## src/rtl/sram_bus_ctrl_if.sv

```systemverilog
// sram_bus_ctrl_if: pipeline-side and SRAM-pad-side signals of the shared SRAM
// bus controller.
//   pipeline side : flush, inst_req/inst_addr -> inst_o/inst_valid,
//                   data_ce/data_we/data_addr/data_sel/data_wdata -> data_rdata/data_ready,
//                   stallreq_o
//   pad side      : sram_addr, sram_dq_o/sram_dq_oe/sram_dq_i, sram_ce_n,
//                   sram_oe_n, sram_we_n, sram_be_n
// modport slave is the controller. modport master is everything around it:
// the pipeline and the pad, which returns read data on sram_dq_i.
interface sram_bus_ctrl_if #(
  parameter int ADDR_W = 20
);
  logic              flush;
  logic              inst_req;
  logic [31:0]       inst_addr;
  logic [31:0]       inst_o;
  logic              inst_valid;
  logic              data_ce;
  logic              data_we;
  logic [31:0]       data_addr;
  logic [3:0]        data_sel;
  logic [31:0]       data_wdata;
  logic [31:0]       data_rdata;
  logic              data_ready;
  logic              stallreq_o;
  logic [ADDR_W-1:0] sram_addr;
  logic [31:0]       sram_dq_o;
  logic              sram_dq_oe;
  logic [31:0]       sram_dq_i;
  logic              sram_ce_n;
  logic              sram_oe_n;
  logic              sram_we_n;
  logic [3:0]        sram_be_n;

  modport slave (
    input  flush, inst_req, inst_addr, data_ce, data_we, data_addr, data_sel,
           data_wdata, sram_dq_i,
    output inst_o, inst_valid, data_rdata, data_ready, stallreq_o, sram_addr,
           sram_dq_o, sram_dq_oe, sram_ce_n, sram_oe_n, sram_we_n, sram_be_n
  );

  modport master (
    output flush, inst_req, inst_addr, data_ce, data_we, data_addr, data_sel,
           data_wdata, sram_dq_i,
    input  inst_o, inst_valid, data_rdata, data_ready, stallreq_o, sram_addr,
           sram_dq_o, sram_dq_oe, sram_ce_n, sram_oe_n, sram_we_n, sram_be_n
  );
endinterface

```

## src/rtl/sram_bus_ctrl.sv

```systemverilog
// sram_bus_ctrl: multi-cycle controller for one asynchronous single-port SRAM.
// It is shared by instruction fetch and data load/store. Data accesses win
// arbitration. stallreq_o holds the pipeline until an access finishes.
// Ports:
//   clk, rst : system clock, asynchronous active-high reset
//   bus      : sram_bus_ctrl_if.slave (pipeline request/response + SRAM pads)
// Parameters: ADDR_W word-address width, RD_WAIT extra read wait cycles,
//             WE_PULSE write-strobe length in cycles.
//
// state   | meaning
// --------+-----------------------------------------------------------
// IDLE    | bus released, arbitrate data (first) vs. instruction request
// DRD     | data read in flight, cnt counts remaining wait cycles
// WSETUP  | write address/data/byte-enables set up, we_n still high
// WPULSE  | we_n low, cnt counts remaining strobe cycles
// WHOLD   | we_n high again, data/address held for hold time
// IRD     | instruction read in flight, cnt counts remaining wait cycles
// DONE    | bus released, one-cycle ready/valid pulse unless aborted
module sram_bus_ctrl #(
  parameter int ADDR_W   = 20,
  parameter int RD_WAIT  = 1,
  parameter int WE_PULSE = 1
) (
  input logic           clk,
  input logic           rst,
  sram_bus_ctrl_if.slave bus
);

  typedef enum logic [2:0] {
    S_IDLE, S_DRD, S_WSETUP, S_WPULSE, S_WHOLD, S_IRD, S_DONE
  } state_t;

  state_t state, state_nxt;
  logic [3:0] cnt, cnt_nxt;
  logic       abort;

  logic [ADDR_W-1:0] addr_nxt;
  logic [31:0]       dq_o_nxt, inst_o_nxt, rdata_nxt;
  logic              dq_oe_nxt, ce_n_nxt, oe_n_nxt, we_n_nxt;
  logic [3:0]        be_n_nxt;
  logic              ready_nxt, valid_nxt;
  logic              done_ok;

  // Byte-offset bits and bits above the SRAM window are not decoded, so
  // addresses wrap around the SRAM size.
  logic unused_addr_bits;
  assign unused_addr_bits = ^{bus.inst_addr[31:ADDR_W+2], bus.inst_addr[1:0],
                              bus.data_addr[31:ADDR_W+2], bus.data_addr[1:0]};

  // A flush in the final active cycle must also kill the pulse, because the
  // abort flag would only be set at that same edge.
  assign done_ok = !(abort || bus.flush);

  assign bus.stallreq_o = !rst && (state != S_DONE) &&
                          ((state != S_IDLE) || bus.data_ce || bus.inst_req);

  always_ff @(posedge clk or posedge rst) begin
    if (rst) begin
      state          <= S_IDLE;
      cnt            <= 4'd0;
      abort          <= 1'b0;
      bus.sram_addr  <= '0;
      bus.sram_dq_o  <= 32'd0;
      bus.sram_dq_oe <= 1'b0;
      bus.sram_ce_n  <= 1'b1;
      bus.sram_oe_n  <= 1'b1;
      bus.sram_we_n  <= 1'b1;
      bus.sram_be_n  <= 4'hF;
      bus.inst_o     <= 32'd0;
      bus.data_rdata <= 32'd0;
      bus.inst_valid <= 1'b0;
      bus.data_ready <= 1'b0;
    end else begin
      state          <= state_nxt;
      cnt            <= cnt_nxt;
      if (state == S_DONE)
        abort <= 1'b0;
      else if (state != S_IDLE && bus.flush)
        abort <= 1'b1;
      bus.sram_addr  <= addr_nxt;
      bus.sram_dq_o  <= dq_o_nxt;
      bus.sram_dq_oe <= dq_oe_nxt;
      bus.sram_ce_n  <= ce_n_nxt;
      bus.sram_oe_n  <= oe_n_nxt;
      bus.sram_we_n  <= we_n_nxt;
      bus.sram_be_n  <= be_n_nxt;
      bus.inst_o     <= inst_o_nxt;
      bus.data_rdata <= rdata_nxt;
      bus.inst_valid <= valid_nxt;
      bus.data_ready <= ready_nxt;
    end
  end

  always_comb begin
    state_nxt = state;
    cnt_nxt   = cnt;
    unique case (state)
      S_IDLE: begin
        if (bus.data_ce && bus.data_we) begin
          state_nxt = S_WSETUP;
        end else if (bus.data_ce) begin
          state_nxt = S_DRD;
          cnt_nxt   = 4'(RD_WAIT);
        end else if (bus.inst_req) begin
          state_nxt = S_IRD;
          cnt_nxt   = 4'(RD_WAIT);
        end
      end
      S_DRD, S_IRD: begin
        if (cnt != 4'd0) cnt_nxt = cnt - 4'd1;
        else             state_nxt = S_DONE;
      end
      S_WSETUP: begin
        state_nxt = S_WPULSE;
        cnt_nxt   = 4'(WE_PULSE - 1);
      end
      S_WPULSE: begin
        if (cnt != 4'd0) cnt_nxt = cnt - 4'd1;
        else             state_nxt = S_WHOLD;
      end
      S_WHOLD: state_nxt = S_DONE;
      S_DONE:  state_nxt = S_IDLE;
      default: state_nxt = S_IDLE;
    endcase
  end

  // Next values of the registered SRAM and response outputs; anything not
  // assigned below holds its current value.
  always_comb begin
    addr_nxt   = bus.sram_addr;
    dq_o_nxt   = bus.sram_dq_o;
    dq_oe_nxt  = bus.sram_dq_oe;
    ce_n_nxt   = bus.sram_ce_n;
    oe_n_nxt   = bus.sram_oe_n;
    we_n_nxt   = bus.sram_we_n;
    be_n_nxt   = bus.sram_be_n;
    inst_o_nxt = bus.inst_o;
    rdata_nxt  = bus.data_rdata;
    ready_nxt  = 1'b0;
    valid_nxt  = 1'b0;
    unique case (state)
      S_IDLE: begin
        if (bus.data_ce && bus.data_we) begin
          addr_nxt  = bus.data_addr[ADDR_W+1:2];
          dq_o_nxt  = bus.data_wdata;
          dq_oe_nxt = 1'b1;
          ce_n_nxt  = 1'b0;
          oe_n_nxt  = 1'b1;
          we_n_nxt  = 1'b1;
          be_n_nxt  = ~bus.data_sel;
        end else if (bus.data_ce || bus.inst_req) begin
          addr_nxt  = bus.data_ce ? bus.data_addr[ADDR_W+1:2]
                                  : bus.inst_addr[ADDR_W+1:2];
          dq_oe_nxt = 1'b0;
          ce_n_nxt  = 1'b0;
          oe_n_nxt  = 1'b0;
          we_n_nxt  = 1'b1;
          be_n_nxt  = 4'h0;
        end
      end
      S_DRD, S_IRD: begin
        if (cnt == 4'd0) begin
          if (state == S_DRD) begin
            rdata_nxt = bus.sram_dq_i;
            ready_nxt = done_ok;
          end else begin
            inst_o_nxt = bus.sram_dq_i;
            valid_nxt  = done_ok;
          end
          ce_n_nxt = 1'b1;
          oe_n_nxt = 1'b1;
          be_n_nxt = 4'hF;
        end
      end
      S_WSETUP: we_n_nxt = 1'b0;
      S_WPULSE: if (cnt == 4'd0) we_n_nxt = 1'b1;
      S_WHOLD: begin
        ready_nxt = done_ok;
        dq_oe_nxt = 1'b0;
        ce_n_nxt  = 1'b1;
        oe_n_nxt  = 1'b1;
        we_n_nxt  = 1'b1;
        be_n_nxt  = 4'hF;
      end
      default: ;
    endcase
  end

endmodule

```

## src/flat_wrapper.sv

```systemverilog
// flat-port wrapper written by rule: the top's interface ports become plain ports
module sram_bus_ctrl_flat 
#(
  parameter int ADDR_W   = 20,
  parameter int RD_WAIT  = 1,
  parameter int WE_PULSE = 1
)
  (clk, rst, bus_flush, bus_inst_req, bus_inst_addr, bus_data_ce, bus_data_we, bus_data_addr, bus_data_sel, bus_data_wdata, bus_sram_dq_i, bus_inst_o, bus_inst_valid, bus_data_rdata, bus_data_ready, bus_stallreq_o, bus_sram_addr, bus_sram_dq_o, bus_sram_dq_oe, bus_sram_ce_n, bus_sram_oe_n, bus_sram_we_n, bus_sram_be_n);
  sram_bus_ctrl_if #(.ADDR_W(ADDR_W)) bus_i ();
  input logic clk;
  input logic rst;
  input wire logic [$bits(bus_i.flush)-1:0] bus_flush;
  input wire logic [$bits(bus_i.inst_req)-1:0] bus_inst_req;
  input wire logic [$bits(bus_i.inst_addr)-1:0] bus_inst_addr;
  input wire logic [$bits(bus_i.data_ce)-1:0] bus_data_ce;
  input wire logic [$bits(bus_i.data_we)-1:0] bus_data_we;
  input wire logic [$bits(bus_i.data_addr)-1:0] bus_data_addr;
  input wire logic [$bits(bus_i.data_sel)-1:0] bus_data_sel;
  input wire logic [$bits(bus_i.data_wdata)-1:0] bus_data_wdata;
  input wire logic [$bits(bus_i.sram_dq_i)-1:0] bus_sram_dq_i;
  output wire logic [$bits(bus_i.inst_o)-1:0] bus_inst_o;
  output wire logic [$bits(bus_i.inst_valid)-1:0] bus_inst_valid;
  output wire logic [$bits(bus_i.data_rdata)-1:0] bus_data_rdata;
  output wire logic [$bits(bus_i.data_ready)-1:0] bus_data_ready;
  output wire logic [$bits(bus_i.stallreq_o)-1:0] bus_stallreq_o;
  output wire logic [$bits(bus_i.sram_addr)-1:0] bus_sram_addr;
  output wire logic [$bits(bus_i.sram_dq_o)-1:0] bus_sram_dq_o;
  output wire logic [$bits(bus_i.sram_dq_oe)-1:0] bus_sram_dq_oe;
  output wire logic [$bits(bus_i.sram_ce_n)-1:0] bus_sram_ce_n;
  output wire logic [$bits(bus_i.sram_oe_n)-1:0] bus_sram_oe_n;
  output wire logic [$bits(bus_i.sram_we_n)-1:0] bus_sram_we_n;
  output wire logic [$bits(bus_i.sram_be_n)-1:0] bus_sram_be_n;
  assign bus_i.flush = bus_flush;
  assign bus_i.inst_req = bus_inst_req;
  assign bus_i.inst_addr = bus_inst_addr;
  assign bus_i.data_ce = bus_data_ce;
  assign bus_i.data_we = bus_data_we;
  assign bus_i.data_addr = bus_data_addr;
  assign bus_i.data_sel = bus_data_sel;
  assign bus_i.data_wdata = bus_data_wdata;
  assign bus_i.sram_dq_i = bus_sram_dq_i;
  assign bus_inst_o = bus_i.inst_o;
  assign bus_inst_valid = bus_i.inst_valid;
  assign bus_data_rdata = bus_i.data_rdata;
  assign bus_data_ready = bus_i.data_ready;
  assign bus_stallreq_o = bus_i.stallreq_o;
  assign bus_sram_addr = bus_i.sram_addr;
  assign bus_sram_dq_o = bus_i.sram_dq_o;
  assign bus_sram_dq_oe = bus_i.sram_dq_oe;
  assign bus_sram_ce_n = bus_i.sram_ce_n;
  assign bus_sram_oe_n = bus_i.sram_oe_n;
  assign bus_sram_we_n = bus_i.sram_we_n;
  assign bus_sram_be_n = bus_i.sram_be_n;
  sram_bus_ctrl #(.ADDR_W(ADDR_W), .RD_WAIT(RD_WAIT), .WE_PULSE(WE_PULSE)) u_core (.clk(clk), .rst(rst), .bus(bus_i));
endmodule
```

## config.mk

```make
export PLATFORM = sky130hd
export DESIGN_NAME = sram_bus_ctrl_flat
export DESIGN_NICKNAME = d
export VERILOG_FILES = /design/src/rtl/sram_bus_ctrl_if.sv /design/src/rtl/sram_bus_ctrl.sv /design/src/flat_wrapper.sv
export SDC_FILE = /design/constraint.sdc
export NUM_CORES = 1
export LEC_CHECK = 0
export BUFFER_PORTS_ARGS = -buffer_cell sky130_fd_sc_hd__buf_2
export CORE_MARGIN = 4
export CORE_UTILIZATION = 47
export DETAILED_ROUTE_END_ITERATION = 8
export PLACE_DENSITY_LB_ADDON = 0.08
export SKIP_CTS_REPAIR_TIMING = 1
export SYNTH_ARGS = -nofsm -noshare
export SYNTH_HDL_FRONTEND = slang
export SYNTH_SLANG_ARGS = --single-unit
```

## constraint.sdc

```tcl
create_clock -name clk -period 4.45 [get_ports clk]
set_input_delay 0.445 -clock clk [delete_from_list [all_inputs] [get_ports clk]]
set_output_delay 0.445 -clock clk [all_outputs]
set_load 0.01 [all_outputs]
```

Yosys cells after proc, flatten, opt, wreduce, memory -nomap -nowiden
Index checks and enable logic that the tools add are counted.
{"block": "classes", "add_sub_neg": 1, "n_mul": 0, "n_div": 0, "order_cmp": 0, "eq_ne": 16, "n_shift": 0, "mux": 36, "bitwise": 2, "n_reduce_logical": 31}
{"operator": "two-way mux 20 bit", "count": 3}
{"operator": "two-way mux 4 bit", "count": 7}
{"operator": "one-hot mux 4 bit (3 select lines)", "count": 2}
{"operator": "two-way mux 3 bit", "count": 5}
{"operator": "one-hot mux 3 bit (5 select lines)", "count": 1}
{"operator": "AND reduction 3 bit", "count": 5}
{"operator": "two-way mux 1 bit", "count": 13}
{"operator": "equality test 3 bit, second input constant", "count": 3}
{"operator": "nonzero test 3 bit", "count": 3}
{"operator": "nonzero test 4 bit", "count": 2}
{"operator": "equality test 3 x 2 -> 1 bit, second input constant", "count": 2}
{"operator": "inequality test 2 x 1 -> 1 bit, second input constant", "count": 3}
{"operator": "inequality test 2 bit, second input constant", "count": 3}
{"operator": "inequality test 3 bit, second input constant", "count": 2}
{"operator": "one-hot mux 1 bit (3 select lines)", "count": 2}
{"operator": "AND reduction 2 bit", "count": 3}
{"operator": "nonzero test 2 bit", "count": 3}
{"operator": "logical AND 1 bit", "count": 4}
{"operator": "logical NOT 4 bit", "count": 1}
{"operator": "logical OR 1 bit", "count": 4}
{"operator": "inequality test 4 x 3 -> 1 bit, second input constant", "count": 1}
{"operator": "NOT 4 bit", "count": 1}
{"operator": "one-hot mux 1 bit (2 select lines)", "count": 2}
{"operator": "one-hot mux 1 bit (4 select lines)", "count": 1}
{"operator": "other kinds (9)", "count": 10}
{"block": "totals", "register_bits": 134, "latchBits": 0, "ramBits": 0, "romBits": 0, "input_bits": 138, "output_inout_bits": 127, "elab_cells": 100, "memories": 0}

Depth between registers and ports, before layout
{"block": "depth", "word_depth": 5, "mapped_depth": 8}

Least setup slack after synthesis
Ideal clock, no wire load.
{"block": "synth_timing", "path_kind": "register to register", "start": "reg u_core.cnt[0]", "end": "reg u_core.bus.data_rdata[19]", "arrival_time_ns": 1.827, "required_ns": 4.325, "path_slack_ns": 2.498, "path_stages_with_launch": 8, "n_path_buf": 2, "synth_period_minus_slack_ns": 1.952, "cell_sequence": "dfrtp_1 -> inv_1 -> ha_1 -> or3b_1 -> buf_6 -> nor3_4 -> buf_6 -> mux2_2"}
{"block": "synth_via", "elab_chain_cells": 2}
{"item": "start, declared", "line_no": "sram_bus_ctrl.sv:34", "text": "logic [3:0] cnt, cnt_nxt;"}
{"item": "start signal, assigned", "line_no": "sram_bus_ctrl.sv:75", "text": "cnt <= cnt_nxt;"}
{"item": "logical NOT 4 bit", "line_no": "sram_bus_ctrl.sv:162", "text": "if (cnt == 4'd0) begin"}
{"item": "AND reduction 3 bit (no line)"}
{"item": "end signal, assigned", "line_no": "sram_bus_ctrl.sv:88", "text": "bus.data_rdata <= rdata_nxt;"}
{"item": "end, declared", "line_no": "sram_bus_ctrl_if.sv:38", "text": "output inst_o, inst_valid, data_rdata, data_ready, stallreq_o, sram_addr,"}
No other way between the ends.
A chain may end at the register's enable or synchronous reset.

Final worst setup path
{"block": "layout_timing", "start": "reg u_core.state[2]", "end": "reg u_core.bus.sram_addr[9]"}
{"block": "layout_via", "elab_chain_cells": 2}
{"item": "start, declared", "line_no": "sram_bus_ctrl.sv:33", "text": "state_t state, state_nxt;"}
{"item": "start signal, assigned", "line_no": "sram_bus_ctrl.sv:74", "text": "state <= state_nxt;"}
{"item": "logical NOT 3 bit", "line_no": "sram_bus_ctrl.sv:141", "text": "unique case (state)"}
{"item": "AND reduction 2 bit (no line)"}
{"item": "end signal, assigned", "line_no": "sram_bus_ctrl.sv:80", "text": "bus.sram_addr <= addr_nxt;"}
{"item": "end, declared", "line_no": "sram_bus_ctrl_if.sv:38"}
No other way between the ends.

==> flow_summary.json <==
{
  "clk_path_buf_depth": 2,
  "end_kind": "register",
  "placed_cell_area_um2": 6850,
  "synth_area_um2": 5610,
  "antenna_found_initial": 1,
  "synth_top_area_share_pct": 56.7,
  "core_area_um2": 11600,
  "synth.most_common_cell": "dfrtp_1",
  "drt-initial-drc-count": 124,
  "hold_path_class": "in2reg",
  "clock_sinks": 134,
  "ys.flop_type": "dfrtp_1",
  "rows": 39,
  "start_kind": "register",
  "wl_per_cell_um": 15.9,
  "critical_path.top_delay_family": "simple AND/OR/NAND/NOR gates",
  "diodes": 0,
  "cts.clk_slew.worst_paths_ns": 0.05,
  "grt-ovfl-total": 0,
  "fin_area_um2": 7430,
  "dp_hpwl_um": 9420,
  "synth-edff-count": 0,
  "syn_to_final_growth_pct": 32.6,
  "nFillCells": 944,
  "synth_area_leaders": "dfrtp_1 57%, mux2_2 17%, mux2i_1 3.8%, dfstp_2 3.3%, a21oi_1 2.7%",
  "crit_required_ns": 4.78,
  "synth_common_cells": "127 x dfrtp_1, 83 x mux2_2, 37 x nor2_1",
  "maxSlewHeadroom_pct": 24.4,
  "min_period_ns": 2.43,
  "routed.top_layer": "met5",
  "routed_wl_um": 12800,
  "hold_violations": 0,
  "io_buffers": 240,
  "crit_chain": "or2_1 > nor3_4 > buf_4 > nor2_1 > a21oi_1",
  "rsz0062_at_grt": "false",
  "cp.buffers_inverters": 1,
  "tns_ns": 0,
  "cts_tree": "built",
  "num_vias": 4017,
  "worst_path_max_delay_cell": "nor3_4",
  "yosysWarnings": 0,
  "leakage_nw": 3.70,
  "ys_async_sr_fraction_pct": 100,
  "dp_cells": 773,
  "dr.pass1.iters": 6,
  "dieWidth_um": 117,
  "ys_types": 41,
  "final_max_slew_viol_count": 0,
  "p_total_mw": 5.55,
  "design.die.area_um2": 13700,
  "peakVddDrop_mv": 0.446,
  "period_share_pct": 54.6,
  "critical_path_class": "reg2reg",
  "cts_max_level": 4,
  "crit_path_max_fanout": 36,
  "grt_pass1_vias": 4128,
  "ys_seq_area_share_pct": 60.0,
  "track_usage_pct": 18.5,
  "clock_latency_ns": 0.41,
  "setup_viol": 0,
  "grt_max_degree": 73,
  "viasPerCell": 4.99,
  "worst_pin_slew_ns": 1.13,
  "numCtsBuffers": 17,
  "status": "finished clean",
  "synth_cells": 408,
  "drive_gt1_share_pct": 57.7,
  "grt_pass1_wl_um": 19400,
  "met1_length_um": 4810,
  "ys_ff_latch": 134,
  "cts-root-buf": "clkbuf_16",
  "slowest_delay_ns": 0.88,
  "p_per_area_nw_per_um2": 746,
  "ios": 265,
  "die_h_um": 117,
  "drtAntennaViolNets": 0,
  "drc": 0,
  "avgSynthCellArea_um2": 13.7,
  "clock_skew_ns": 0.00722,
  "instances_no_fill": 805,
  "synth_top_area_cell": "dfrtp_1",
  "cap_violations": 0,
  "final_nets": 789,
  "crit_arrival_ns": 2.76,
  "syn_nets": 548,
  "gp_congestion": 0.748,
  "wl_met2_um": 6450,
  "met3_length_um": 1280,
  "fmax_mhz": 411,
  "start_util_pct": 48.5
}
==> placed cells by master (no fill, tap or decap), types with 2 or more instances in the layout <==
master / n
buf_2: 240
dfrtp_1: 127
mux2_2: 83
nor2_1: 37
a21oi_1: 30
mux2i_1: 21
clkbuf_16: 17
nand2_1: 16
o21ai_0: 8
mux2_1: 7
clkinv_2: 7
dfstp_2: 7
mux2_4: 6
buf_4: 5
inv_1: 4
nor3_4: 3
nor3b_1: 3
nor3_1: 3
clkbuf_8: 3
nor2b_1: 2
or4_1: 2
o31ai_1: 2
nand2b_1: 2
or3_1: 2
ha_1: 2
bufinv_16: 2
clkbuf_1: 2
==> area by class of cell <==
class	count	area (um^2)	share of cell area, %
clock buffers	22	474	6.38
well taps	143	179	2.41
flip-flops and latches	134	3360	45.2
inverters	5	21.3	0.286
clock inverters	10	103	1.38
multi-input cells	246	2050	27.6
repair buffers	245	1240	16.7
==> stage by stage <==
step / hold WS, ns / setup slack, ns / utilization, %
2_1_floorplan: 0.450 / 0.434 / -
3_3_place_gp: 0.464 / 1.82 / 59.3
3_5_place_dp: 0.473 / 1.76 / 59.3
4_1_cts: 0.215 / 2.01 / 64.3
5_1_grt: 0.212 / 1.79 / 64.3
6_report: 0.229 / 2.02 / 64.3
==> power by group <==
group	switching (mW)	internal [mW]	leakage (nW)	total [mW]
combinational	1.01	1.00	1.83	2.01
clock	0.488	0.861	0.289	1.35
sequential	0.352	1.84	1.58	2.19
==> registers in the layout, summed over array words and instances (netlist names) <==
name and flops:
u_core.bus.sram_dq_o 32, u_core.state 3, u_core.abort 1, u_core.bus.sram_dq_oe 1, u_core.bus.sram_oe_n 1, u_core.cnt 4, u_core.bus.sram_we_n 1, u_core.bus.sram_be_n 4
u_core.bus.data_rdata 32, u_core.bus.inst_o 32, u_core.bus.inst_valid 1, u_core.bus.sram_ce_n 1, u_core.bus.sram_addr 20, u_core.bus.data_ready 1
==> kinds of logic after synthesis <==
family	count (synthesis)	synth area share [%]
fa+ha+maj	2	0.446
flops	134	60.0
simple gates	77	7.05
mux	117	23.4
buf+inv	28	3.50
xor+xnor	1	0.156
compound gates	49	5.42
==> routing by layer <==
| metal | vias up | track usage [%] |
|---|---|---|
| met5 | - | 0 |
| met3 | 24 | 8.12 |
| met2 | 155 | 31.3 |
| met1 | 1911 | 20.1 |
| li1 | 1925 | - |
| met4 | 2 | 8.03 |
==> worst register-to-register path: stages (launching register included) <==
cell	delay, ns
dfrtp_1	0.60
or2_1	0.41
nor3_4	0.88
buf_4	0.30
nor2_1	0.05
a21oi_1	0.12
==> worst paths after layout <==
path,startpoint,end,slack [ns],cells after the start
max reg2reg,u_core.state[2],u_core.bus.sram_addr[9],2.02,5
max in group asynchronous,rst,u_core.bus.sram_be_n[1],3.23,3
max,u_core.state[2],u_core.bus.sram_addr[9],2.02,5
min in group asynchronous,rst,u_core.bus.sram_addr[4],0.24,2
min,bus_flush,u_core.bus.data_ready,0.23,2
min reg2reg,u_core.bus.data_rdata[9],u_core.bus.data_rdata[9],0.48,1
Power figures use the tool's default switching activity.
